[src/rtl/mult_sched_pkg.sv]
// mult_sched_pkg: types and constants shared by the multiplier scheduler.
// The lane count and lane width come from the global PARALLEL_ORDER and
// MULT_DATA_WIDTH macros. Defaults apply only when nobody has defined them.
`ifndef PARALLEL_ORDER
`define PARALLEL_ORDER 4
`endif
`ifndef MULT_DATA_WIDTH
`define MULT_DATA_WIDTH 16
`endif

package mult_sched_pkg;

  localparam int MULT_LAT_DEFAULT = 3;
  localparam int LANES            = `PARALLEL_ORDER;
  localparam int LANE_W           = `MULT_DATA_WIDTH;

  // Wide enough for the largest supported requester count (16).
  localparam int TAG_ID_W         = 4;

  typedef logic [LANES-1:0][LANE_W-1:0] opvec_t;

  typedef struct packed {
    logic                valid;
    logic [TAG_ID_W-1:0] id;
  } sched_tag_t;

endpackage

[src/rtl/mult_sched_rr_arb.sv]
// rr_arb: NUM_REQ-wide round-robin arbiter with a registered pointer.
// Grants are combinational and at most one-hot. No grant is issued while
// en is low or reset is asserted.
// Optional macro MULT_SCHED_PRIO_EN gives requester 0 strict priority.
// In that mode, round-robin covers requesters 1..NUM_REQ-1 only, and a
// grant to requester 0 never moves the pointer.
module rr_arb
  import mult_sched_pkg::*;
#(
  parameter int NUM_REQ = 4,
  parameter int ID_W    = $clog2(NUM_REQ)
) (
  input  logic               i_clk,
  input  logic               i_rst_n,
  input  logic               i_en,
  input  logic [NUM_REQ-1:0] i_valid,
  output logic [NUM_REQ-1:0] o_grant,
  output logic               o_grant_vld,
  output logic [ID_W-1:0]    o_grant_id
);

  logic [ID_W-1:0] r_ptr;
  logic [ID_W-1:0] w_cand;
  logic            w_adv;

  // Pick the first valid requester at or after the pointer, wrapping around.
  always_comb begin
    o_grant     = '0;
    o_grant_vld = 1'b0;
    o_grant_id  = '0;
    w_cand      = '0;
    w_adv       = 1'b0;
    if (i_en && i_rst_n) begin
`ifdef MULT_SCHED_PRIO_EN
      if (i_valid[0]) begin
        o_grant_vld = 1'b1;
        o_grant[0]  = 1'b1;
      end
`endif
      for (int i = 0; i < NUM_REQ; i++) begin
        w_cand = ID_W'((int'(r_ptr) + i) % NUM_REQ);
`ifdef MULT_SCHED_PRIO_EN
        if (!o_grant_vld && i_valid[w_cand] && (w_cand != '0)) begin
`else
        if (!o_grant_vld && i_valid[w_cand]) begin
`endif
          o_grant_vld     = 1'b1;
          o_grant_id      = w_cand;
          o_grant[w_cand] = 1'b1;
        end
      end
`ifdef MULT_SCHED_PRIO_EN
      w_adv = o_grant_vld && (o_grant_id != '0);
`else
      w_adv = o_grant_vld;
`endif
    end
  end

  // After each round-robin grant, the pointer moves to one past the winner.
  always_ff @(posedge i_clk) begin
    if (!i_rst_n) begin
      r_ptr <= '0;
    end else if (w_adv) begin
      r_ptr <= ID_W'((int'(o_grant_id) + 1) % NUM_REQ);
    end
  end

endmodule

[src/rtl/mult_sched.sv]
// mult_sched: shares one pipelined multi-lane multiplier array among
// NUM_REQ requesters. The granted operands are registered into the array.
// A {valid, id} tag rides alongside each issue through MULT_LAT+1 stages,
// so every product comes back labelled with the requester that issued it.
// Optional macro MULT_SCHED_PRIO_EN: requester 0 has strict priority
// (implemented inside rr_arb).
module mult_sched
  import mult_sched_pkg::*;
#(
  parameter int NUM_REQ  = 4,
  parameter int MULT_LAT = MULT_LAT_DEFAULT,
  parameter int ID_W     = $clog2(NUM_REQ)
) (
  input  logic                                  i_clk,
  input  logic                                  i_rst_n,
  input  logic                                  i_en,
  input  logic [NUM_REQ-1:0]                    i_req_valid,
  output logic [NUM_REQ-1:0]                    o_req_ready,
  input  logic [NUM_REQ-1:0][LANES-1:0][LANE_W-1:0] i_req_opa,
  input  logic [NUM_REQ-1:0][LANES-1:0][LANE_W-1:0] i_req_opb,
  output logic [LANES-1:0][LANE_W-1:0]          o_mult_opa,
  output logic [LANES-1:0][LANE_W-1:0]          o_mult_opb,
  input  logic [LANES-1:0][LANE_W-1:0]          i_mult_out,
  output logic                                  o_rsp_valid,
  output logic [ID_W-1:0]                       o_rsp_id,
  output logic [LANES-1:0][LANE_W-1:0]          o_rsp_data,
  output logic                                  o_idle
);

  logic            w_grant_vld;
  logic [ID_W-1:0] w_grant_id;
  logic            w_busy_next;
  logic            w_unused_tail_id;
  opvec_t          r_opa;
  opvec_t          r_opb;
  logic            r_idle;
  sched_tag_t      r_tag [MULT_LAT+1];

  rr_arb #(
    .NUM_REQ (NUM_REQ),
    .ID_W    (ID_W)
  ) u_arb (
    .i_clk       (i_clk),
    .i_rst_n     (i_rst_n),
    .i_en        (i_en),
    .i_valid     (i_req_valid),
    .o_grant     (o_req_ready),
    .o_grant_vld (w_grant_vld),
    .o_grant_id  (w_grant_id)
  );

  // Register the winner's operands into the array. Drive zeros when nothing is granted, to keep the array quiet.
  always_ff @(posedge i_clk) begin
    if (!i_rst_n) begin
      r_opa <= '0;
      r_opb <= '0;
    end else if (w_grant_vld) begin
      r_opa <= i_req_opa[w_grant_id];
      r_opb <= i_req_opb[w_grant_id];
    end else begin
      r_opa <= '0;
      r_opb <= '0;
    end
  end

  // Shift the tag pipe every cycle. Reset drops all tags, which masks stale array data.
  always_ff @(posedge i_clk) begin
    if (!i_rst_n) begin
      for (int k = 0; k <= MULT_LAT; k++) begin
        r_tag[k] <= '0;
      end
    end else begin
      r_tag[0] <= '{valid: w_grant_vld, id: TAG_ID_W'(w_grant_id)};
      for (int k = 1; k <= MULT_LAT; k++) begin
        r_tag[k] <= r_tag[k-1];
      end
    end
  end

  // Work remains after this edge if a new issue enters, or a tag is still short of the tail.
  always_comb begin
    w_busy_next = w_grant_vld;
    for (int k = 0; k < MULT_LAT; k++) begin
      w_busy_next = w_busy_next | r_tag[k].valid;
    end
  end

  // Register idle so that it updates in the same cycle as the pipeline state.
  always_ff @(posedge i_clk) begin
    if (!i_rst_n) begin
      r_idle <= 1'b1;
    end else begin
      r_idle <= !w_busy_next;
    end
  end

  assign w_unused_tail_id = ^r_tag[MULT_LAT].id;
  assign o_mult_opa       = r_opa;
  assign o_mult_opb       = r_opb;
  assign o_rsp_valid      = r_tag[MULT_LAT].valid;
  assign o_rsp_id         = r_tag[MULT_LAT].id[ID_W-1:0];
  assign o_rsp_data       = r_tag[MULT_LAT].valid ? i_mult_out : '0;
  assign o_idle           = r_idle;

endmodule

[config.mk]
export PLATFORM = sky130hd
export DESIGN_NAME = mult_sched
export DESIGN_NICKNAME = d
export VERILOG_FILES = /design/src/rtl/mult_sched_pkg.sv /design/src/rtl/mult_sched_rr_arb.sv /design/src/rtl/mult_sched.sv
export SDC_FILE = /design/constraint.sdc
export NUM_CORES = 1
export LEC_CHECK = 0
export ABC_AREA = 1
export CORE_AREA = 4 4 300 302
export DETAILED_ROUTE_END_ITERATION = 6
export DIE_AREA = 0 0 304 306
export PLACE_DENSITY = 0.36
export SYNTH_ARGS = -nofsm -noshare
export SYNTH_HDL_FRONTEND = slang
export SYNTH_SLANG_ARGS = --single-unit
[constraint.sdc]
create_clock -name i_clk -period 4.25 [get_ports i_clk]
set_input_delay 0.425 -clock i_clk [delete_from_list [all_inputs] [get_ports i_clk]]
set_output_delay 0.425 -clock i_clk [all_outputs]
set_load 0.02 [all_outputs]
==> Implementation_results.wiki, run 1 <==
{| class="wikitable"
! Metric !! Value
|-
| Count of max-cap constraint violations || 0
|-
| GR Util All Layers || 13.8%
|-
| Clock network fraction of design power || between 20% and 30%
|-
| Number of rows in the core area || between 100 and 150
|-
| Worst supply voltage drop on vdd || between 300 and 400 uV
|-
| Mapped Avg Cell Area || 5.79 sq um
|-
| Via-per-instance ratio || 3.70
|-
| Layout overhead on the synthesized area || 92.7%
|-
| Port Buf Inserts || around 780
|-
| Library cell with the largest summed area after synthesis || sky130_fd_sc_hd__dfxtp_1
|-
| Post-synthesis instance total || 1800
|-
| Routed wire length || ~67000 microns
|-
| Fraction of the cycle the final worst path needs || ~87%
|-
| Internal power consumption || between 4000 and 5000 uW
|-
| Class of the most critical setup path || reg -> out
|-
| 1st-iter DRT viols || 710
|-
| Largest net degree at the start of global routing || 111
|-
| Setup Fix Bufs, Post-CTS || 0
|-
| Most area-consuming cells after synthesis || sky130_fd_sc_hd__dfxtp_1 (27%), sky130_fd_sc_hd__nand2_1 (18%), sky130_fd_sc_hd__inv_1 (17%)
|-
| Most frequent standard cell in the layout excluding fill and tap cells || sky130_fd_sc_hd__clkdlybuf4s50_1
|-
| Final core utilization || roughly 23%
|-
| Comb pwr share || a little over half
|-
| Crit path max-delay cell type || sky130_fd_sc_hd__dfxtp_1
|-
| Arrival time at the worst endpoint || 3280 ps
|-
| Share of synthesized area occupied by flip-flops and latches || between 20 and 30%
|-
| Residual DRC count || 0
|-
| Net switching fraction of the power || between 40% and 50%
|-
| Placed wire-length estimate after detailed placement || 52300 microns
|-
| Worst slew margin relative to its limit || roughly 29%
|-
| Nets in the synthesized netlist || ~2400
|-
| Clock edge transition at the registers on the reported setup and hold paths || about 60 ps
|-
| Mapped cell area || approximately 0.010 sq mm
|-
| Summed negative setup slack over all endpoints || 0 ps
|-
| Final critical path time including I/O delays and setup || between 3000 and 4000 ps
|-
| Maximum operating frequency || 270 MHz
|-
| Sw power || approximately 3200 uW
|-
| Area share of the largest cell type after synthesis || about 27%
|-
| Final Hold Fails || 0
|-
| I/O pins || approximately 780
|-
| Total of fill cells in the finished design || 9913
|-
| Die area || roughly 0.093 sq mm
|-
| Vias || roughly 14000
|-
| Root buffer cell || sky130_fd_sc_hd__clkbuf_16
|-
| Number of antenna violations at the first check in global routing || 18
|-
| Number of setup violations in the final report || 0
|-
| Clock latency on the worst-skew pair || roughly 490 ps
|-
| Critical path, cell by cell || inv_6 > ha_1 > inv_2 > nand3_1 > nand2_1 > nor2_1 > nand2_1 > o21ai_0 > a31oi_1 > o21ai_0 > nand2_1 > inv_1 > clkdlybuf4s50_1
|-
| Chip Height || roughly 300 microns
|-
| Total grt overflow || 0
|-
| Chip width || 304 microns
|-
| Total clock buffers created by CTS || 17
|-
| Routed Antenna Nets || 0
|-
| Fraction of power consumed by sequential logic || 22.8%
|-
| Core area || between 0.08 and 0.09 sq mm
|-
| Global-route wire length before repair || 95500 microns
|-
| Critical path data required time || 3830 ps
|-
| Category of the worst setup path launch point || register
|-
| Setup crit end kind || output port
|-
| Worst clock skew on the final layout || roughly 12 ps
|-
| CP bufs+invs || 4
|-
| Cell seen most often among critical-path stages || sky130_fd_sc_hd__nand2_1
|-
| Layout cell share with drive strength beyond 1 || approximately 3.2%
|-
| Leakage power || 0.00948 uW
|-
| Final layout net count || 3100
|-
| Average wire length per cell after detail routing || approximately 18 microns
|-
| # hold bufs at CTS || 0
|-
| Worst-margin pin slew || approximately 1100 ps
|-
| TritonCTS clock tree || yes
|-
| Number of levels in the clock H-tree || 4
|-
| Peak per-stage delay on the critical path || slightly below 700 ps
|-
| Fin Hold WS || roughly 410 ps
|-
| CTS max path bufs || 2
|-
| Vias in the first global route || around 14000
|-
| Yosys warnings || 0
|-
| Clock Sinks || 143
|-
| Kind of path behind the tightest hold check || reg -> reg
|-
| Setup repair after global routing missed its margin || false
|-
| Routability-driven placement congestion ratio || 0.827
|-
| Router iterations before antenna repair || 5
|-
| Status || complete, no violations
|-
| Synthesis-stage register bit count || ~140
|-
| Unique cell type count in the Yosys netlist || 29
|-
| Starting utilization of the core area || a little under an eighth
|-
| Cell family with most CP delay || buffers and inverters
|-
| Max-slew violations || 0
|-
| Worst Path Max Fanout || 13
|-
| Power density over cell area || approximately 360 mW/mm^2
|-
| Most used cells in the layout excluding fill and tap cells || sky130_fd_sc_hd__clkdlybuf4s50_1 (782), sky130_fd_sc_hd__nand2_1 (486), sky130_fd_sc_hd__inv_1 (473), sky130_fd_sc_hd__nand3_1 (268), sky130_fd_sc_hd__dfxtp_1 (142)
|-
| Number of gates resized after CTS || 0
|}
-- cells by family (layout without fill, tap and decap cells) --
kind of cell / count (synthesis) / count (layout) / share of synthesized area (%)
other: 0 / 8 / 0
AOI/OAI and AO/OA: 271 / 271 / 16.2
and+or+nand+nor: 777 / 777 / 32.1
adders and majority gates: 8 / 8 / 0.960
DFF: 143 / 143 / 27.5
buffers and inverters: 601 / 1323 / 23.2
-- worst register-to-register path, cell delays in order (launching register included) --
cell                       delay [ps]
sky130_fd_sc_hd__dfxtp_1          680
sky130_fd_sc_hd__inv_6            120
sky130_fd_sc_hd__ha_1             440
sky130_fd_sc_hd__nand3_1          100
sky130_fd_sc_hd__o21ai_1          140
sky130_fd_sc_hd__nand3b_4         200
sky130_fd_sc_hd__nand3_1          190
sky130_fd_sc_hd__nand2_8          290
sky130_fd_sc_hd__buf_4            560
sky130_fd_sc_hd__nand3_1          360
sky130_fd_sc_hd__a21oi_1          250
-- layout make-up --
class	count	area (sq um)	share of cell area, %
Multi-Input combinational cell	1056	5170	25.8
Clock inverter	8	103	0.511
Tap cell	1165	1460	7.26
Clock buffer	24	502	2.50
Timing Repair Buffer	811	8160	40.6
Antenna cell	8	20.0	0.0996
Inverter	480	1810	9.02
Sequential cell	143	2860	14.3
-- power groups by stage --
stage	logic (uW)	registers [uW]	clock network, uW
after floorplan	1870	1930	0
after global placement	4050	1700	0
after detailed placement	4030	1700	0
after CTS	4050	1670	1770
after global routing	4320	1690	1800
final	3960	1670	1680
-- state kept, by name, indices dropped and copies added, names as in the netlist --
name	flops
o_idle	1
r_tag	12
o_mult_opb	64
o_mult_opa	64
u_arb.r_ptr	2
-- cell usage after synthesis --
master / n
sky130_fd_sc_hd__nand3_2: 3
sky130_fd_sc_hd__buf_1: 5
sky130_fd_sc_hd__nand2_2: 6
sky130_fd_sc_hd__nor2_4: 1
sky130_fd_sc_hd__nor2_8: 1
sky130_fd_sc_hd__a22oi_1: 3
sky130_fd_sc_hd__nand3b_4: 1
sky130_fd_sc_hd__inv_6: 1
sky130_fd_sc_hd__o21ai_1: 2
sky130_fd_sc_hd__o21ai_0: 5
sky130_fd_sc_hd__nand2_4: 2
sky130_fd_sc_hd__nor3_1: 1
sky130_fd_sc_hd__ha_1: 8
sky130_fd_sc_hd__nand4_1: 1
sky130_fd_sc_hd__a31oi_1: 2
sky130_fd_sc_hd__buf_2: 93
sky130_fd_sc_hd__inv_2: 6
sky130_fd_sc_hd__o21bai_1: 128
sky130_fd_sc_hd__buf_4: 4
sky130_fd_sc_hd__buf_6: 4
sky130_fd_sc_hd__nand3b_1: 1
sky130_fd_sc_hd__nor2_1: 6
sky130_fd_sc_hd__nand2_1: 486
sky130_fd_sc_hd__clkbuf_1: 15
sky130_fd_sc_hd__o311ai_0: 1
sky130_fd_sc_hd__dfxtp_1: 143
sky130_fd_sc_hd__nand3_1: 268
sky130_fd_sc_hd__inv_1: 473
sky130_fd_sc_hd__a21oi_1: 130
-- per-stage QoR --
stage          cells  cell area (sq um)  setup WS (ps)  power [uW]
2_1_floorplan   1800              10400           2030        3800
4_1_cts         3687              20100            484        7490
6_report        3695              20100            543        7300
3_5_place_dp    3655              19500            744        5730
3_3_place_gp    3655              19500            857        5750
5_1_grt         3694              20100            268        7810
-- worst paths after layout --
path | cells after the start | slack, ps | end | from
hold / removal | 2 | 410 | r_tag[2][1]$_SDFF_PN0_ | r_tag[1][1]$_SDFF_PN0_
setup reg to reg | 10 | 850 | o_mult_opb[34]$_SDFF_PN0_ | u_arb.r_ptr[0]$_SDFFE_PN0P_
hold reg to reg | 2 | 410 | r_tag[2][1]$_SDFF_PN0_ | r_tag[1][1]$_SDFF_PN0_
setup / recovery | 13 | 540 | o_req_ready[1] | u_arb.r_ptr[0]$_SDFFE_PN0P_
-- per-layer routing --
| metal | vias to the layer above | GRT usage [%] | wire length, microns |
|---|---|---|---|
| li1 | 6810 | - | - |
| met1 | 6290 | 15.4 | 26500 |
| met2 | 482 | 24.0 | 33200 |
| met3 | 71 | 5.32 | 5530 |
| met4 | 10 | 4.72 | 1640 |
| met5 | - | 0 | 63 |
Note: power is estimated with default switching activity, not from simulation.
==> run 2, diff against run 1 <==
--- a/config.mk
+++ b/config.mk
@@ -6,6 +6,7 @@
 export NUM_CORES = 1
 export LEC_CHECK = 0
 export ABC_AREA = 1
+export CAP_MARGIN = 10
 export CORE_AREA = 4 4 300 302
 export DETAILED_ROUTE_END_ITERATION = 6
 export DIE_AREA = 0 0 304 306
==> results of run 2 <==
Final layout, timing and power as in run 1 (identical DEF).
==> run 3, diff against run 2 <==
--- a/config.mk
+++ b/config.mk
@@ -8,8 +8,11 @@
 export ABC_AREA = 1
 export CAP_MARGIN = 10
 export CORE_AREA = 4 4 300 302
+export CTS_BUF_LIST = sky130_fd_sc_hd__clkbuf_4
+export CTS_CLUSTER_SIZE = 30
 export DETAILED_ROUTE_END_ITERATION = 6
 export DIE_AREA = 0 0 304 306
+export HOLD_SLACK_MARGIN = 0.02
 export PLACE_DENSITY = 0.36
 export SYNTH_ARGS = -nofsm -noshare
 export SYNTH_HDL_FRONTEND = slang
==> Implementation_results.wiki, run 3 (synthesis gave the netlist of run 1 again) <==
{| class="wikitable"
! Metric !! Value
|-
| Status || complete, no violations
|-
| Largest net degree at the start of global routing || 111
|-
| Layout overhead on the synthesized area || 89.6%
|-
| Layout cell share with drive strength beyond 1 || ~3.1%
|-
| Final critical path time including I/O delays and setup || 3870 ps
|-
| Overall power after layout || roughly 6700 uW
|-
| Port Buf Inserts || 782
|-
| Total clock buffers created by CTS || 17
|-
| Critical path data required time || about 3800 ps
|-
| TritonCTS clock tree || yes
|-
| Core area || ~0.09 sq mm
|-
| Global-route wire length before repair || about 95000 microns
|-
| Root buffer cell || sky130_fd_sc_hd__clkbuf_4
|-
| Placed wire-length estimate after detailed placement || between 50000 and 60000 microns
|-
| Leakage power || between 0.009 and 0.01 uW
|-
| Category of the worst setup path launch point || register
|-
| Vias || 13700
|-
| Final core utilization || a little under a quarter
|-
| Most frequent standard cell in the layout excluding fill and tap cells || sky130_fd_sc_hd__clkdlybuf4s50_1
|-
| Total grt overflow || 0
|-
| Number of levels in the clock H-tree || 4
|-
| Routed Antenna Nets || 0
|-
| Average wire length per cell after detail routing || between 15 and 20 microns
|-
| Clock latency on the worst-skew pair || 760 ps
|-
| Routed wire length || approximately 67000 microns
|-
| Worst clock skew on the final layout || ~39 ps
|-
| GR Util All Layers || between 10 and 15%
|-
| Chip Height || approximately 310 microns
|-
| I/O pins || between 700 and 800
|-
| Count of placed standard cells including taps || roughly 3700
|-
| Setup repair after global routing missed its margin || false
|-
| Residual DRC count || 0
|-
| Count of max-cap constraint violations || 0
|-
| Routability-driven placement congestion ratio || just over 0.8
|-
| Most used cells in the layout excluding fill and tap cells || sky130_fd_sc_hd__clkdlybuf4s50_1 (782), sky130_fd_sc_hd__nand2_1 (486), sky130_fd_sc_hd__inv_1 (473), sky130_fd_sc_hd__nand3_1 (268), sky130_fd_sc_hd__dfxtp_1 (141)
|-
| Worst slew margin relative to its limit || between 20 and 30%
|-
| CTS max path bufs || 2
|-
| Chip width || about 300 microns
|-
| Number of gates resized after CTS || 0
|-
| Number of rows in the core area || between 100 and 150
|-
| Power density over cell area || about 340 mW/mm^2
|-
| Clock Sinks || approximately 140
|-
| Maximum operating frequency || between 200 and 300 MHz
|-
| Worst-margin pin slew || about 1100 ps
|-
| Final layout net count || 3100
|-
| Vias in the first global route || between 10000 and 15000
|-
| 1st-iter DRT viols || 715
|-
| Final Hold Fails || 0
|-
| # hold bufs at CTS || 0
|-
| Die area || 0.0930 sq mm
|-
| Number of setup violations in the final report || 0
|-
| Clock edge transition at the registers on the reported setup and hold paths || approximately 170 ps
|-
| Arrival time at the worst endpoint || around 3500 ps
|-
| Fraction of the cycle the final worst path needs || 91.1%
|-
| Max-slew violations || 0
|-
| Starting utilization of the core area || around an eighth
|-
| Number of antenna violations at the first check in global routing || 20
|-
| Via-per-instance ratio || 3.69
|-
| Kind of path behind the tightest hold check || in -> reg
|-
| Setup crit end kind || output port
|-
| Non-Filler Instances || around 3700
|-
| Router iterations before antenna repair || 5
|-
| Setup Fix Bufs, Post-CTS || 0
|-
| Worst supply voltage drop on vdd || between 200 and 250 uV
|-
| Worst Path Max Fanout || 9
|-
| Summed negative setup slack over all endpoints || 0 ps
|-
| Class of the most critical setup path || reg -> out
|}
## run 3: worst paths after layout
| kind | from | endpoint | slack, ps | cells past startpoint |
|---|---|---|---|---|
| setup / recovery | u_arb.r_ptr[1]$_SDFFE_PN0P_ | o_req_ready[1] | 380 | 13 |
| setup reg to reg | u_arb.r_ptr[1]$_SDFFE_PN0P_ | o_mult_opb[45]$_SDFF_PN0_ | 980 | 12 |
| hold reg to reg | r_tag[1][1]$_SDFF_PN0_ | r_tag[2][1]$_SDFF_PN0_ | 430 | 2 |
| hold / removal | i_req_opa[174] | o_mult_opa[46]$_SDFF_PN0_ | 290 | 5 |
## run 3: layer usage
metal	vias to the layer above	track usage, %	share of wire (%)
li1	6812	-	-
met1	6291	15.3	39
met2	472	23.9	50
met3	75	5.44	8.4
met4	10	4.72	2.5
met5	-	0	0.094
## run 3: final cells by class
class / count / area (sq um)
antenna: 14 / 35.0
clock buffer: 19 / 143
clock inverter: 13 / 121
fill: 9943 / 67900
inverter: 480 / 1810
multi-input combinational: 1056 / 5170
sequential: 143 / 2870
tap: 1165 / 1460
timing repair buffer: 811 / 8160
## run 3: worst max-delay path, cell delays in order (launching register included)
cell,delay (ps)
sky130_fd_sc_hd__dfxtp_1,560
sky130_fd_sc_hd__inv_2,170
sky130_fd_sc_hd__ha_1,440
sky130_fd_sc_hd__inv_2,60
sky130_fd_sc_hd__nand3_1,80
sky130_fd_sc_hd__nand2_1,80
sky130_fd_sc_hd__nor2_1,240
sky130_fd_sc_hd__nand2_1,70
sky130_fd_sc_hd__o21ai_0,80
sky130_fd_sc_hd__a31oi_1,60
sky130_fd_sc_hd__o21ai_0,100
sky130_fd_sc_hd__nand2_1,80
sky130_fd_sc_hd__inv_1,60
sky130_fd_sc_hd__clkdlybuf4s50_1,650
## run 3: where the power goes
group	leakage, uW	switching (uW)	internal, uW
clock	0.000140	676	352
sequential	0.00117	98.7	1570
combinational	0.00802	2410	1550
total	0.00933	3180	3470
## run 3: per-stage QoR
stage	area (sq um)	worst slack [ps]	hold WS (ps)
after global placement	19500	857	393
after CTS	19700	98.0	114
after global routing	19800	48.2	190
final	19800	380	285
after floorplan	10400	2030	390
after detailed placement	19500	744	401
